==> src/rtl/comparador_serie_ctrl.sv <==
// Bit-serial magnitude comparator controller: walks both operands MSB first
// through an external 1-bit cascade comparator and registers the final verdict.
module comparador_serie_ctrl #(
    parameter int WIDTH      = 8,
    parameter int EARLY_EXIT = 0
) (
    input  logic             clk,
    input  logic             rst,
    input  logic             inicio,
    input  logic [WIDTH-1:0] A,
    input  logic [WIDTH-1:0] B,
    output logic             ocupado,
    output logic             listo,
    output logic             igual,
    output logic             mayor,
    output logic             menor,
    output logic             error,
    output logic             cmp_A,
    output logic             cmp_B,
    output logic             cmp_igual_i,
    output logic             cmp_mayor_i,
    output logic             cmp_menor_i,
    input  logic             cmp_igual_o,
    input  logic             cmp_mayor_o,
    input  logic             cmp_menor_o,
    output logic [1:0]       estado_dbg
);

    localparam int IDX_W = (WIDTH > 1) ? $clog2(WIDTH) : 1;

    typedef enum logic [1:0] {
        REPOSO  = 2'd0,
        COMPARA = 2'd1,
        FIN     = 2'd2
    } estado_t;

    // Handshake: inicio is a request honoured only in REPOSO (ocupado=0);
    // listo is a single-cycle pulse in FIN, and results stay valid until the next FIN.
    estado_t          estado;
    logic [WIDTH-1:0] reg_a;
    logic [WIDTH-1:0] reg_b;
    logic [IDX_W-1:0] idx;
    logic             f_igual;
    logic             f_mayor;
    logic             f_menor;

    logic [IDX_W-1:0] idx_dec;
    logic             ultimo;
    logic             one_hot;

    assign idx_dec    = idx - 1'b1;
    assign ultimo     = (idx == '0) || ((EARLY_EXIT != 0) && !cmp_igual_o);
    assign one_hot    = (cmp_igual_o ^ cmp_mayor_o ^ cmp_menor_o) &&
                        !(cmp_igual_o & cmp_mayor_o & cmp_menor_o);
    assign estado_dbg = estado;

    always_ff @(posedge clk or posedge rst) begin
        if (rst) begin
            estado      <= REPOSO;
            reg_a       <= '0;
            reg_b       <= '0;
            idx         <= '0;
            f_igual     <= 1'b0;
            f_mayor     <= 1'b0;
            f_menor     <= 1'b0;
            ocupado     <= 1'b0;
            listo       <= 1'b0;
            igual       <= 1'b0;
            mayor       <= 1'b0;
            menor       <= 1'b0;
            error       <= 1'b0;
            cmp_A       <= 1'b0;
            cmp_B       <= 1'b0;
            cmp_igual_i <= 1'b0;
            cmp_mayor_i <= 1'b0;
            cmp_menor_i <= 1'b0;
        end else begin
            case (estado)
                REPOSO: begin
                    if (inicio) begin
                        reg_a       <= A;
                        reg_b       <= B;
                        f_igual     <= 1'b1;
                        f_mayor     <= 1'b0;
                        f_menor     <= 1'b0;
                        idx         <= IDX_W'(WIDTH - 1);
                        // Present the MSB straight away so the first COMPARA cycle is useful.
                        cmp_A       <= A[WIDTH-1];
                        cmp_B       <= B[WIDTH-1];
                        cmp_igual_i <= 1'b1;
                        cmp_mayor_i <= 1'b0;
                        cmp_menor_i <= 1'b0;
                        ocupado     <= 1'b1;
                        estado      <= COMPARA;
                    end
                end
                COMPARA: begin
                    f_igual <= cmp_igual_o;
                    f_mayor <= cmp_mayor_o;
                    f_menor <= cmp_menor_o;
                    if (ultimo) begin
                        igual       <= cmp_igual_o;
                        mayor       <= cmp_mayor_o;
                        menor       <= cmp_menor_o;
                        error       <= !one_hot;
                        listo       <= 1'b1;
                        cmp_A       <= 1'b0;
                        cmp_B       <= 1'b0;
                        cmp_igual_i <= 1'b0;
                        cmp_mayor_i <= 1'b0;
                        cmp_menor_i <= 1'b0;
                        estado      <= FIN;
                    end else begin
                        idx         <= idx_dec;
                        cmp_A       <= reg_a[idx_dec];
                        cmp_B       <= reg_b[idx_dec];
                        cmp_igual_i <= cmp_igual_o;
                        cmp_mayor_i <= cmp_mayor_o;
                        cmp_menor_i <= cmp_menor_o;
                    end
                end
                FIN: begin
                    listo   <= 1'b0;
                    ocupado <= 1'b0;
                    estado  <= REPOSO;
                end
                default: begin
                    listo   <= 1'b0;
                    ocupado <= 1'b0;
                    estado  <= REPOSO;
                end
            endcase
        end
    end

endmodule

==> config.mk <==
export PLATFORM = sky130hd
export DESIGN_NAME = comparador_serie_ctrl
export DESIGN_NICKNAME = d
export VERILOG_FILES = /design/src/rtl/comparador_serie_ctrl.sv
export SDC_FILE = /design/constraint.sdc
export NUM_CORES = 1
export LEC_CHECK = 0
export ABC_CLOCK_PERIOD_IN_PS = 4019
export CAP_MARGIN = 20
export CORE_UTILIZATION = 40
export DETAILED_ROUTE_END_ITERATION = 8
export HOLD_SLACK_MARGIN = 0.12
export PLACE_DENSITY = 0.73
export SLEW_MARGIN = 20
export SYNTH_ARGS = -nofsm -noshare
export SYNTH_HDL_FRONTEND = slang
export SYNTH_SLANG_ARGS = --single-unit
==> constraint.sdc <==
create_clock -name clk -period 4.02 [get_ports clk]
set_input_delay 1.206 -clock clk [delete_from_list [all_inputs] [get_ports clk]]
set_output_delay 1.206 -clock clk [all_outputs]
set_load 0.01 [all_outputs]
# Yosys cells after proc, flatten, opt, wreduce, memory -nomap -nowiden
# Cells that the tools add are included.
[totals]
regBits = 32
out_inout_bits = 13
wordCells = 67
[op_classes]
addsub = 1
magnitude_cmp = 1
eq_ne = 4
muxes = 27
n_bitwise = 6
reduce_logical = 13
[op_table]
columns = ["operator", "n"]
rows = [
  ["$pmux 1 s2", 7],
  ["$mux 1", 12],
  ["$reduce_and 2->1", 6],
  ["$bmux 1 s3", 2],
  ["$mux 3", 2],
  ["$ne 2x2->1 const B", 3],
  ["$pmux 3 s2", 1],
  ["$lt 3x4->1 const B", 1],
  ["$mux 2", 2],
  ["$pmux 2 s2", 1],
  ["$logic_not 3->1", 1],
  ["$reduce_and 3->1", 1],
  ["$sub 3x1->3 const B", 1],
  ["$and 1x1->1", 2],
  ["$eq 2x1->1 const B", 1],
  ["$logic_not 1->1", 2],
  ["$logic_not 2->1", 1],
  ["$not 1->1", 2],
  ["$reduce_bool 2->1", 1],
  ["$xor 1x1->1", 2],
  ["$logic_and 1x1->1", 1],
]

# Depth between registers and ports, before layout
[logic_depth]
depth_word = 5
mapped_depth = 8

# Worst setup path after synthesis
# OpenSTA, ideal clock, no wires.
[synth_timing]
kind = "input to register"
startpoint = "in inicio"
endpoint = "reg reg_a[0]"
setup_time_ps = 125
arrival_ps = 2123
required_ps = 3895
path_slack_ps = 1772
path_stages = 5
cell_sequence = "nor2b_2 > and2b_1 > buf_4 > buf_6 > mux2_4"
[synth_via]
elab_chain_len = 1
[synth_lines]
columns = ["element", "line_no", "text"]
rows = [
  ["from (decl)", "9", "input logic inicio,"],
  ["$reduce_and 2->1 (no source line)", "--", ""],
  ["to (signal assigned)", "60", "reg_a <= '0;"],
  ["to (signal assigned)", "81", "reg_a <= A;"],
  ["to (decl)", "40", "logic [WIDTH-1:0] reg_a;"],
]
# Every way passes these cells.
# A chain may end at the register's enable or synchronous reset.

# Worst setup path in the final report
[layout_timing]
startpoint = "in inicio"
endpoint = "reg reg_a[6]"
# The elaborated chain is that of the path after synthesis.

==> summary.md <==
sky130_fd_sc_hd__dfrtp_1 takes more of the synthesized area than any other cell. For the total routing usage reported by global routing, the log shows 0.160. The run gives 5 as the number of buffers created by CTS. In this run the tool buffered the top-level ports with 34 buffer cells. After layout, the minimum clock period comes to 2.89 ns. For the leakage power figure, the log shows 0.881 nW. The tools report the share of synthesized area occupied by flip-flops and latches as 0.524.

By area the synthesized netlist is led by sky130_fd_sc_hd__dfrtp_1 52%, sky130_fd_sc_hd__mux2_2 9.6%, sky130_fd_sc_hd__mux2_4 6.9%. The layout overhead on the synthesized area is 33.3%, and the number of core rows is 22. In the layout the commonest cells are 34 x sky130_fd_sc_hd__clkdlybuf4s50_1, 32 x sky130_fd_sc_hd__dfrtp_1, 13 x sky130_fd_sc_hd__mux2_2. The initial antenna violation count came out at 0. The most used flip-flop cell after synthesis is sky130_fd_sc_hd__dfrtp_1. Summing over every cut layer, the via total after detailed routing is 1051.

The routed via count divided by cell count works out to 5.05. Setup repair after global routing left no endpoint under its margin. CTS built an H-tree with a depth of 2. The synthesized netlist contains 31 unique library cells. Count of synthesis-stage warnings from yosys: 0. Counting flops with a built-in enable in the synthesized netlist gives 0. The transition time of the tightest slew-check pin was 0.810 ns; the layout cell share with drive strength beyond 1 was 0.225.

The maximum count of clock buffers along a single path was 2. At the later pin of the worst-skew pair, clock insertion delay measures 0.28 ns. The clock tree skew after final layout is 0.00574 ns, and the total of fill cells in the finished design is 323.

In this run the mean area of a mapped cell was 12.6 sq um. The clock-pin slew reported for the worst setup and hold paths after clock tree synthesis came out at 0.07 ns. Start of the worst register-to-register path: idx[0]. The number of global-route vias before repair is 1047, and the maximum fanout count along the critical path is 17. Synthesis produced 121 cells.

The share of Yosys cell area claimed by the top area cell type works out to 0.524. The post-synth design cell area was 0.00153 sq mm. The final reports fail on design-rule violations. 0 antenna diodes ended up in the layout. For the post-layout utilization of the core, the log shows 0.556. For the critical path required time, the log shows 4.19 ns. The run finished, with violations left. The clock net in this run drives a total of 32 sinks. Setup violations remaining at the end of the flow were counted as 0.

The relative max-transition margin came out at 0.460. The tightest hold path in the finished design has a slack of 0.478 ns. The class of the tightest hold or removal check is flip-flop to flip-flop. The count of nets left with antenna violations once routing finished came out at 0. In the final routed layout, each cell accounts on average for 14.3 um. After routing the design area is 0.00204 sq mm.

Once the clock tree was built, the resizer swapped 0 gates to a different size. When the netlist entered floorplanning its net count stood at 146. The arrival time of the worst setup path was 3.05 ns.

The worst setup path is launched from a primary input. For the number of failing hold endpoints at the final stage, the log shows 0. Instance area at placement: 0.00191 sq mm. In the final design database the tool counted 184 nets. Derived from the worst setup path, the maximum achievable clock frequency is 347 MHz.

Ratio of final minimum period to clock period: 0.718. CTS placed an instance of sky130_fd_sc_hd__clkbuf_8 at the clock tree root. The most common cell after layout, fill and taps aside was sky130_fd_sc_hd__clkdlybuf4s50_1. The area of the core was 0.00366 sq mm. Once the clock tree was built, the setup fixing pass inserted 0 buffers. The synthesized design contains 32 register bits.

TritonCTS built the clock tree. Hold repair after CTS inserted 0 buffers. For the final-report max-slew violation count, the log shows 0. The post-layout total power came out at 0.00165 W.

For the number of detailed-route iterations in the first pass, the log shows 6. Power spread over the standard cell area amounts to 808 mW/mm^2. The starting density of the core was 0.417; the worst IR drop on VDD was 306 uV. The combined area of the multi-input logic cells is 672 sq um, and the x dimension of the die is 63.8 um. The async set-or-reset flop fraction in the synthesized netlist came out at 1.00. Setup total negative slack on the finished layout was measured at 0 ns.

The tools report the beginning of the critical path as inicio. The tools report the final weighted congestion in routability-driven placement as 0.814. For the detailed-route DRC error count, the log shows 1. Entering global routing, the biggest net connects 33 pins.

For this design the top-level I/O count stands at 35. Sequential cell area: 801 sq um. The tools report the total detailed-routing wirelength as 2970 um.

The vertical die dimension came out at 63.8 um. The setup path with the least slack is of type primary input to flip-flop. STA classifies the critical path endpoint as a flip-flop.

The first routing iteration left 39 violations. Once detailed placement completed, the half-perimeter wirelength came to 2120 um. The logs give 0 for the count of maximum capacitance violations and 0.00407 sq mm for the die footprint. The first global-routing pass estimated 4910 um of wire. The worst hold path begins at ocupado. The total global routing overflow is 0.
## area by class of cell
class / count / area share
flip-flops and latches: 32 / 0.393
inverters: 6 / 0.0111
well taps: 48 / 0.0295
multi-input cells: 78 / 0.330
repair buffers: 36 / 0.174
clock buffers: 7 / 0.0473
clock inverters: 1 / 0.0147
## registers in the layout, indices dropped and copies added (netlist names)
register     count
cmp_menor_i      1
estado_dbg       2
reg_b            8
cmp_B            1
error            1
mayor            1
idx              3
cmp_mayor_i      1
reg_a            8
igual            1
cmp_A            1
menor            1
ocupado          1
cmp_igual_i      1
listo            1
## logic make-up after synthesis
group / count (synthesis) / synth area share
AND/OR/NAND/NOR: 24 / 0.0901
buffers and inverters: 11 / 0.0360
adder cells (fa/ha/maj): 3 / 0.0246
multiplexers: 26 / 0.204
AO/OA/AOI/OAI: 23 / 0.105
XOR/XNOR: 2 / 0.0164
flip-flops: 32 / 0.524
## synth_stat cells, drive strengths merged, types with 3 or more instances
| cell | count |
|---|---|
| a21oi | 8 |
| buf | 4 |
| dfrtp | 32 |
| ha | 3 |
| inv | 6 |
| mux2 | 20 |
| mux2i | 6 |
| nand2 | 3 |
| nand3 | 4 |
| nor2b | 6 |
| nor3 | 3 |
| o21ai | 5 |
## metal layers
metal	vias up	GRT usage	share of wire
li1	507	-	-
met1	516	0.206	0.46
met2	19	0.258	0.49
met3	9	0.0339	0.025
met4	0	0.0739	0.021
met5	-	0	0
## where the power goes
group | leakage, nW | internal (W) | switching, W
combinational | 0.441 | 0.000406 | 0.000306
clock | 0.0645 | 0.000219 | 0.000117
sequential | 0.376 | 0.000480 | 0.000118
## worst paths after layout
check | slack, ns | endpoint | cells after the start
max in group asynchronous | 2.42 | reg_a[6] | 3
min in group asynchronous | 1.31 | estado_dbg[1] | 3
max | 1.13 | reg_a[6] | 4
min | 0.48 | ocupado | 1
max reg2reg | 1.74 | cmp_B | 6
min reg2reg | 0.48 | ocupado | 1
## metrics by stage
| stage | instances | setup WS, ns |
|---|---|---|
| after floorplan | 121 | 1.77 |
| after global placement | 200 | 0.888 |
| after detailed placement | 200 | 0.845 |
| after CTS | 208 | 1.14 |
| after global routing | 208 | 1.02 |
| final | 208 | 1.13 |
## critical path, cell delays in order
cell	delay, ns
sky130_fd_sc_hd__clkdlybuf4s50_1	0.52
sky130_fd_sc_hd__nor2b_2	0.23
sky130_fd_sc_hd__and2b_1	0.68
sky130_fd_sc_hd__mux2_2	0.41
Note: power is estimated with default switching activity, not from simulation.
